`config.mk`:
```
export PLATFORM = sky130hd
export DESIGN_NAME = vga_fb_scheduler_flat
export DESIGN_NICKNAME = d
export VERILOG_FILES = /design/src/rtl/vga_fb_scheduler_if.sv /design/src/rtl/vga_fb_scheduler.sv /design/src/flat_wrapper.sv
export SDC_FILE = /design/constraint.sdc
export NUM_CORES = 1
export LEC_CHECK = 0
export ABC_AREA = 1
export CAP_MARGIN = 20
export CORE_MARGIN = 4
export CORE_UTILIZATION = 55
export DETAILED_ROUTE_END_ITERATION = 8
export PLACE_DENSITY = 0.92
export SLEW_MARGIN = 15
export SYNTH_ARGS = -nofsm -noshare
export SYNTH_HDL_FRONTEND = slang
export SYNTH_SLANG_ARGS = --single-unit
```
`constraint.sdc`:
```
create_clock -name clk -period 7.7 [get_ports clk]
set_clock_uncertainty 0.15 [all_clocks]
set_input_delay 1.54 -clock clk [delete_from_list [all_inputs] [get_ports clk]]
set_output_delay 1.54 -clock clk [all_outputs]
set_load 0.01 [all_outputs]
```
`src/rtl/vga_fb_scheduler_if.sv`:
```
// vga_fb_scheduler_if: host access bus into the framebuffer scheduler
interface vga_fb_scheduler_if #(
  parameter int ADDR_W = 15,
  parameter int DATA_W = 32
);
  logic              host_req;
  logic              host_we;
  logic [ADDR_W-1:0] host_addr;
  logic [DATA_W-1:0] host_wdata;
  logic              host_gnt;
  logic [DATA_W-1:0] host_rdata;
  logic              host_rvalid;
  modport master (output host_req, host_we, host_addr, host_wdata, input host_gnt, host_rdata, host_rvalid);
  modport slave (input host_req, host_we, host_addr, host_wdata, output host_gnt, host_rdata, host_rvalid);
endinterface

```
`src/rtl/vga_fb_scheduler.sv`:
```
// vga_fb_scheduler: shares one framebuffer RAM between display prefetch and a host port; VGA_FB_HOST_READ_EN enables host reads
module vga_fb_scheduler #(
  parameter int H_PIXELS     = 500,
  parameter int V_PIXELS     = 250,
  parameter int PIX_W        = 8,
  parameter int PIX_PER_WORD = 4,
  parameter int ADDR_W       = 15,
  parameter int FIFO_DEPTH   = 4,
  parameter int URGENT_LVL   = 2
) (
  input  logic                          clk,
  input  logic                          rst,
  input  logic                          frame_sync,
  input  logic                          pix_req,
  output logic [PIX_W-1:0]              pix_out,
  output logic                          pix_valid,
  output logic                          underrun,
  vga_fb_scheduler_if.slave             host,
  output logic                          mem_en,
  output logic                          mem_we,
  output logic [ADDR_W-1:0]             mem_addr,
  output logic [PIX_W*PIX_PER_WORD-1:0] mem_wdata,
  input  logic [PIX_W*PIX_PER_WORD-1:0] mem_rdata
);
  localparam int DW          = PIX_W * PIX_PER_WORD;
  localparam int FRAME_WORDS = H_PIXELS * V_PIXELS / PIX_PER_WORD;
  localparam int PTR_W       = $clog2(FIFO_DEPTH);
  localparam int CNT_W       = $clog2(FIFO_DEPTH + 1);
  localparam int SUB_W       = $clog2(PIX_PER_WORD);
  typedef enum logic {DONE, FILL} state_t;
  state_t            state_q, state_d;
  logic [ADDR_W-1:0] fetch_ptr_q, fetch_ptr_d;
  logic [DW-1:0]     fifo_q [FIFO_DEPTH];
  logic [DW-1:0]     fifo_d [FIFO_DEPTH];
  logic [PTR_W-1:0]  wr_ptr_q, wr_ptr_d, rd_ptr_q, rd_ptr_d;
  logic [CNT_W-1:0]  count_q, count_d;
  logic [SUB_W-1:0]  sub_q, sub_d;
  logic              inflight_q, inflight_d;
  logic              host_rd_q, host_rd_d;
  logic [PIX_W-1:0]  pix_out_q, pix_out_d;
  logic              pix_valid_q, pix_valid_d;
  logic              underrun_q, underrun_d;
  logic [CNT_W-1:0]  level;
  logic              fetch_ok, urgent, host_go, fetch_go, host_wr;
  logic              push, take, empty, pop;
  assign level    = count_q + CNT_W'(inflight_q);
  assign fetch_ok = state_q == FILL && level < CNT_W'(FIFO_DEPTH) && !frame_sync;
  assign urgent   = fetch_ok && level < CNT_W'(URGENT_LVL);
  assign host_go  = host.host_req && !urgent;
  assign fetch_go = urgent || (fetch_ok && !host.host_req);
`ifdef VGA_FB_HOST_READ_EN
  assign host_wr = host.host_we;
`else
  logic unused_we;
  assign unused_we = host.host_we;
  assign host_wr   = 1'b1;
`endif
  assign mem_en           = host_go || fetch_go;
  assign mem_we           = host_go && host_wr;
  assign mem_addr         = host_go ? host.host_addr : fetch_ptr_q;
  assign mem_wdata        = host.host_wdata;
  assign host.host_gnt    = host_go;
  assign host.host_rvalid = host_rd_q;
  assign host.host_rdata  = host_rd_q ? mem_rdata : '0;
  // read latency is one cycle, so a read in flight at frame_sync returns that same cycle and is simply not pushed
  assign push  = inflight_q && !frame_sync;
  assign take  = pix_req && !frame_sync;
  assign empty = count_q == '0;
  assign pop   = take && !empty && sub_q == SUB_W'(PIX_PER_WORD - 1);
  assign pix_out   = pix_out_q;
  assign pix_valid = pix_valid_q;
  assign underrun  = underrun_q;
  // next-state for frame fetch, FIFO bookkeeping and pixel unpack
  always_comb begin
    state_d     = frame_sync ? FILL : (fetch_go && fetch_ptr_q == ADDR_W'(FRAME_WORDS - 1)) ? DONE : state_q;
    fetch_ptr_d = frame_sync ? '0 : fetch_go ? fetch_ptr_q + ADDR_W'(1) : fetch_ptr_q;
    fifo_d      = fifo_q;
    if (push) fifo_d[wr_ptr_q] = mem_rdata;
    wr_ptr_d    = frame_sync ? '0 : wr_ptr_q + PTR_W'(push);
    rd_ptr_d    = frame_sync ? '0 : rd_ptr_q + PTR_W'(pop);
    count_d     = frame_sync ? '0 : count_q + CNT_W'(push) - CNT_W'(pop);
    sub_d       = (frame_sync || pop) ? '0 : (take && !empty) ? sub_q + SUB_W'(1) : sub_q;
    inflight_d  = fetch_go;
    host_rd_d   = host_go && !host_wr;
    pix_valid_d = take;
    pix_out_d   = (take && !empty) ? fifo_q[rd_ptr_q][sub_q*PIX_W +: PIX_W] : '0;
    underrun_d  = underrun_q || (take && empty);
  end
  // control state and registered outputs; reset parks the frame FSM in DONE
  always_ff @(posedge clk) begin
    if (rst) begin
      state_q     <= DONE;
      fetch_ptr_q <= '0;
      wr_ptr_q    <= '0;
      rd_ptr_q    <= '0;
      count_q     <= '0;
      sub_q       <= '0;
      inflight_q  <= 1'b0;
      host_rd_q   <= 1'b0;
      pix_out_q   <= '0;
      pix_valid_q <= 1'b0;
      underrun_q  <= 1'b0;
    end else begin
      state_q     <= state_d;
      fetch_ptr_q <= fetch_ptr_d;
      wr_ptr_q    <= wr_ptr_d;
      rd_ptr_q    <= rd_ptr_d;
      count_q     <= count_d;
      sub_q       <= sub_d;
      inflight_q  <= inflight_d;
      host_rd_q   <= host_rd_d;
      pix_out_q   <= pix_out_d;
      pix_valid_q <= pix_valid_d;
      underrun_q  <= underrun_d;
    end
  end
  // prefetch word storage; validity is tracked by the counters, so no reset
  always_ff @(posedge clk) begin
    fifo_q <= fifo_d;
  end
endmodule

```
`src/flat_wrapper.sv`:
```
// flat-port wrapper written by rule: the top's interface ports become plain ports
module vga_fb_scheduler_flat 
#(
  parameter int H_PIXELS     = 500,
  parameter int V_PIXELS     = 250,
  parameter int PIX_W        = 8,
  parameter int PIX_PER_WORD = 4,
  parameter int ADDR_W       = 15,
  parameter int FIFO_DEPTH   = 4,
  parameter int URGENT_LVL   = 2
)
  (clk, rst, frame_sync, pix_req, pix_out, pix_valid, underrun, mem_en, mem_we, mem_addr, mem_wdata, mem_rdata, host_host_req, host_host_we, host_host_addr, host_host_wdata, host_host_gnt, host_host_rdata, host_host_rvalid);
  vga_fb_scheduler_if #(.ADDR_W(ADDR_W), .DATA_W((32))) host_i ();
  input  logic clk;
  input  logic rst;
  input  logic frame_sync;
  input  logic pix_req;
  output logic [PIX_W-1:0] pix_out;
  output logic pix_valid;
  output logic underrun;
  output logic mem_en;
  output logic mem_we;
  output logic [ADDR_W-1:0] mem_addr;
  output logic [PIX_W*PIX_PER_WORD-1:0] mem_wdata;
  input  logic [PIX_W*PIX_PER_WORD-1:0] mem_rdata;
  input wire logic [$bits(host_i.host_req)-1:0] host_host_req;
  input wire logic [$bits(host_i.host_we)-1:0] host_host_we;
  input wire logic [$bits(host_i.host_addr)-1:0] host_host_addr;
  input wire logic [$bits(host_i.host_wdata)-1:0] host_host_wdata;
  output wire logic [$bits(host_i.host_gnt)-1:0] host_host_gnt;
  output wire logic [$bits(host_i.host_rdata)-1:0] host_host_rdata;
  output wire logic [$bits(host_i.host_rvalid)-1:0] host_host_rvalid;
  assign host_i.host_req = host_host_req;
  assign host_i.host_we = host_host_we;
  assign host_i.host_addr = host_host_addr;
  assign host_i.host_wdata = host_host_wdata;
  assign host_host_gnt = host_i.host_gnt;
  assign host_host_rdata = host_i.host_rdata;
  assign host_host_rvalid = host_i.host_rvalid;
  vga_fb_scheduler #(.H_PIXELS(H_PIXELS), .V_PIXELS(V_PIXELS), .PIX_W(PIX_W), .PIX_PER_WORD(PIX_PER_WORD), .ADDR_W(ADDR_W), .FIFO_DEPTH(FIFO_DEPTH), .URGENT_LVL(URGENT_LVL)) u_core (.clk(clk), .rst(rst), .frame_sync(frame_sync), .pix_req(pix_req), .pix_out(pix_out), .pix_valid(pix_valid), .underrun(underrun), .host(host_i), .mem_en(mem_en), .mem_we(mem_we), .mem_addr(mem_addr), .mem_wdata(mem_wdata), .mem_rdata(mem_rdata));
endmodule
```
==> results.json <==
{
  "antenna_cells": 0,
  "synth_cell_types": 27,
  "final-hold-violation-count": 0,
  "crit_chain": "clkdlybuf4s50_1 > nor2_4 > nand4_4 > nand2_2 > inv_2 > nand2_1 > o21ai_1 > clkdlybuf4s50_1",
  "irDropWorstVdd_mv": 0.145,
  "design.core.area_mm2": 0.0139,
  "rsz0062_at_grt": "no",
  "startpoint_type": "primary input",
  "required_ns": 6.01,
  "cts_resized": 0,
  "initial_utilization_pct": 56.2,
  "cts_tree": "built",
  "clock_latency_ns": 0.42,
  "power_w": 0.00187,
  "cap_violations": 0,
  "final_nets": 1003,
  "gp_congestion": 0.830,
  "critPathTopFamily": "buffers and inverters",
  "drv_slew": 0,
  "leakagePower_nw": 3.76,
  "hold_path_depth": 2,
  "slowest_stage": "clkdlybuf4s50_1",
  "synthToLayoutAreaGrowth_pct": 14.9,
  "placementRows": 43,
  "hold_end": "u_core.state_q",
  "seq_area_frac_synth_pct": 58.5,
  "power_density_mw_per_mm2": 209,
  "crit_top_cell": "clkdlybuf4s50_1",
  "antenna_found_initial": 0,
  "crit_type": "primary input to primary output",
  "grt_pass1_vias": 5632,
  "fmax_ghz": 0.189,
  "postLayoutCellArea_mm2": 0.00897,
  "num-fill-cells": 995,
  "drt-initial-drc-count": 512,
  "clockBufferDepth": 2,
  "r2r_cells": 10,
  "layout_min_cycle_time_ns": 5.28,
  "remaining_drc_errors": 0,
  "cts_buffers": 17,
  "path_buf_inv": 3,
  "ctsHoldBuffers": 0,
  "slowest_delay_ns": 0.60,
  "drive_above_1_share_pct": 5.63,
  "synth-seq-cells": 164,
  "outcome": "completed",
  "htree_levels": 4,
  "ant_nets": 0,
  "max_slew.worst_pin.slew_ns": 0.893,
  "final_cells": 1104,
  "critPathMaxFanout": 31,
  "first_pass_iters": 5,
  "ioPinCount": 178,
  "dp.cells": 1071,
  "grt_pass1_wl_um": 27200,
  "synth_cells": 868,
  "place_hpwl_um": 10400,
  "rrSetupSlack_ns": 4.89,
  "grt_max_degree": 67,
  "finalCritPeriodShare_pct": 68.6,
  "setup-violations-final": 0,
  "viasPerCell": 5.15,
  "root_buffer": "clkbuf_16",
  "clk_pin_slew_ns": 0.06,
  "die_w_um": 127,
  "vias": 5683,
  "drt_wl_total_um": 17000,
  "placed_cell_area_mm2": 0.00837,
  "hold_class": "flop to flop",
  "wl_per_cell_um": 15.4,
  "netlist_area_mm2": 0.00781,
  "fin_tns_setup_ns": 0,
  "r2r_start": "u_core.sub_q[0]",
  "r2r-end": "u_core.count_q[2]",
  "die_h_um": 127,
  "die_area_mm2": 0.0162,
  "io_buffers": 79,
  "avgSynthCellArea_um2": 8.99,
  "post-cts-setup-buffers": 0,
  "overflow": 0,
  "cts_sinks": 164,
  "crit_path_start": "frame_sync",
  "crit_arrival_ns": 3.59,
  "ys_warn_count": 0,
  "hp-start": "u_core.state_q",
  "maxSlewHeadroom_pct": 40.4,
  "end_kind": "primary output",
  "grt_usage_pct": 21.6
}
-- worst register-to-register path: stages (launching register included) --
cell and delay (ns):
dfxtp_1 0.91, ha_1 0.27, inv_1 0.05, nor2_1 0.24, inv_1 0.13, nand2_1 0.08
nand2_1 0.05, ha_1 0.19, fa_1 0.38, xnor2_1 0.19, nor2_1 0.06
-- synth_stat cells --
cell type	n	area share, %
nand2_1	276	13
edfxtp_1	128	49
inv_1	124	6.0
nand3_1	85	5.4
buf_4	69	6.6
nor2_1	52	2.5
dfxtp_1	36	9.2
a21oi_1	18	1.2
buf_2	18	1.2
o21ai_1	16	1.0
nor3_1	8	0.51
ha_1	6	0.96
clkbuf_1	4	0.19
nand4_1	4	0.32
o21ai_0	4	0.26
buf_1	3	0.14
inv_2	3	0.14
xnor2_1	3	0.34
buf_6	2	0.29
nor2_4	2	0.29
clkinv_1	1	0.048
conb_1	1	0.048
fa_1	1	0.26
nand2_2	1	0.080
nand3_2	1	0.13
nand4_4	1	0.27
xor2_1	1	0.11
-- through the flow --
stage | utilization, % | hold WS [ns] | worst slack, ns
after floorplan | - | 0.283 | 3.19
after global placement | 60.3 | 0.298 | 2.49
after detailed placement | 60.3 | 0.305 | 2.42
after CTS | 64.5 | 0.313 | 2.40
after global routing | 64.6 | 0.350 | 2.25
final | 64.6 | 0.318 | 2.42
-- metal layers --
layer	wire, um	up-vias	share of wire (%)	GRT usage [%]
met4	395	0	2.3	8.83
met2	8710	269	51	38.0
li1	-	2733	-	-
met1	6240	2638	37	25.1
met5	0	-	0	0
met3	1610	43	9.5	5.69
-- cells by family after synthesis --
logic type                 count (synthesis)  synth area share [%]
AOI/OAI and AO/OA                         38                  2.44
xor gates and xnor gates                   4                 0.449
adders and majority gates                  7                  1.22
buffers and inverters                    224                  14.6
DFF                                      164                  58.5
other                                      1                0.0480
and+or+nand+nor                          430                  22.8
-- flip-flops by register name (all words and copies together) (netlist names) --
register            cells
u_core.wr_ptr_q         2
u_core.count_q          3
u_core.pix_valid        1
u_core.underrun         1
u_core.inflight_q       1
u_core.pix_out          8
u_core.state_q          1
u_core.fifo_q         128
u_core.rd_ptr_q         2
u_core.fetch_ptr_q     15
u_core.sub_q            2
-- final cells by class --
type,instances,area (um^2),share of cell area [%]
clock inverters,13,146,1.63
flip-flops and latches,164,4570,50.9
clock buffers,19,433,4.83
multi-input cells,512,2250,25.0
repair buffers,88,871,9.71
inverters,128,480,5.36
well taps,180,225,2.51
-- cells in the final DEF (no fill, tap or decap) --
| cell type | count |
|---|---|
| nand2_1 | 276 |
| edfxtp_1 | 128 |
| inv_1 | 124 |
| nand3_1 | 85 |
| clkdlybuf4s50_1 | 79 |
| nor2_1 | 52 |
| dfxtp_1 | 35 |
| conb_1 | 33 |
| a21oi_1 | 18 |
| clkbuf_16 | 17 |
| o21ai_1 | 16 |
| buf_4 | 8 |
| ha_1 | 6 |
| nor3_2 | 4 |
| nand4_1 | 4 |
| nor3_1 | 4 |
| o21ai_0 | 4 |
| inv_6 | 4 |
| clkinvlp_4 | 4 |
| inv_2 | 3 |
| xnor2_1 | 3 |
| nor2_4 | 2 |
| clkbuf_1 | 2 |
| bufinv_16 | 2 |
| clkinv_2 | 2 |
| nand4_4 | 1 |
| nand2_2 | 1 |
| clkinv_1 | 1 |
| nand3_2 | 1 |
| xor2_1 | 1 |
| fa_1 | 1 |
| inv_8 | 1 |
| dfxtp_2 | 1 |
| buf_12 | 1 |
-- how the worst max path moves through the flow --
stage	cells after the start	end
final	8	mem_addr[1]
after global routing	8	mem_addr[1]
after CTS	8	mem_addr[13]
after detailed placement	8	mem_addr[13]
after global placement	8	mem_addr[13]
after floorplan	3	u_core.fifo_q[100]
-- report_power, final --
part	total, W	switching (W)	internal (W)
Combinational	0.0000839	0.0000431	0.0000408
Clock	0.000829	0.000347	0.000482
Sequential	0.000959	0.00000162	0.000957
Total	0.00187	0.000392	0.00148
Power figures use the tool's default switching activity.
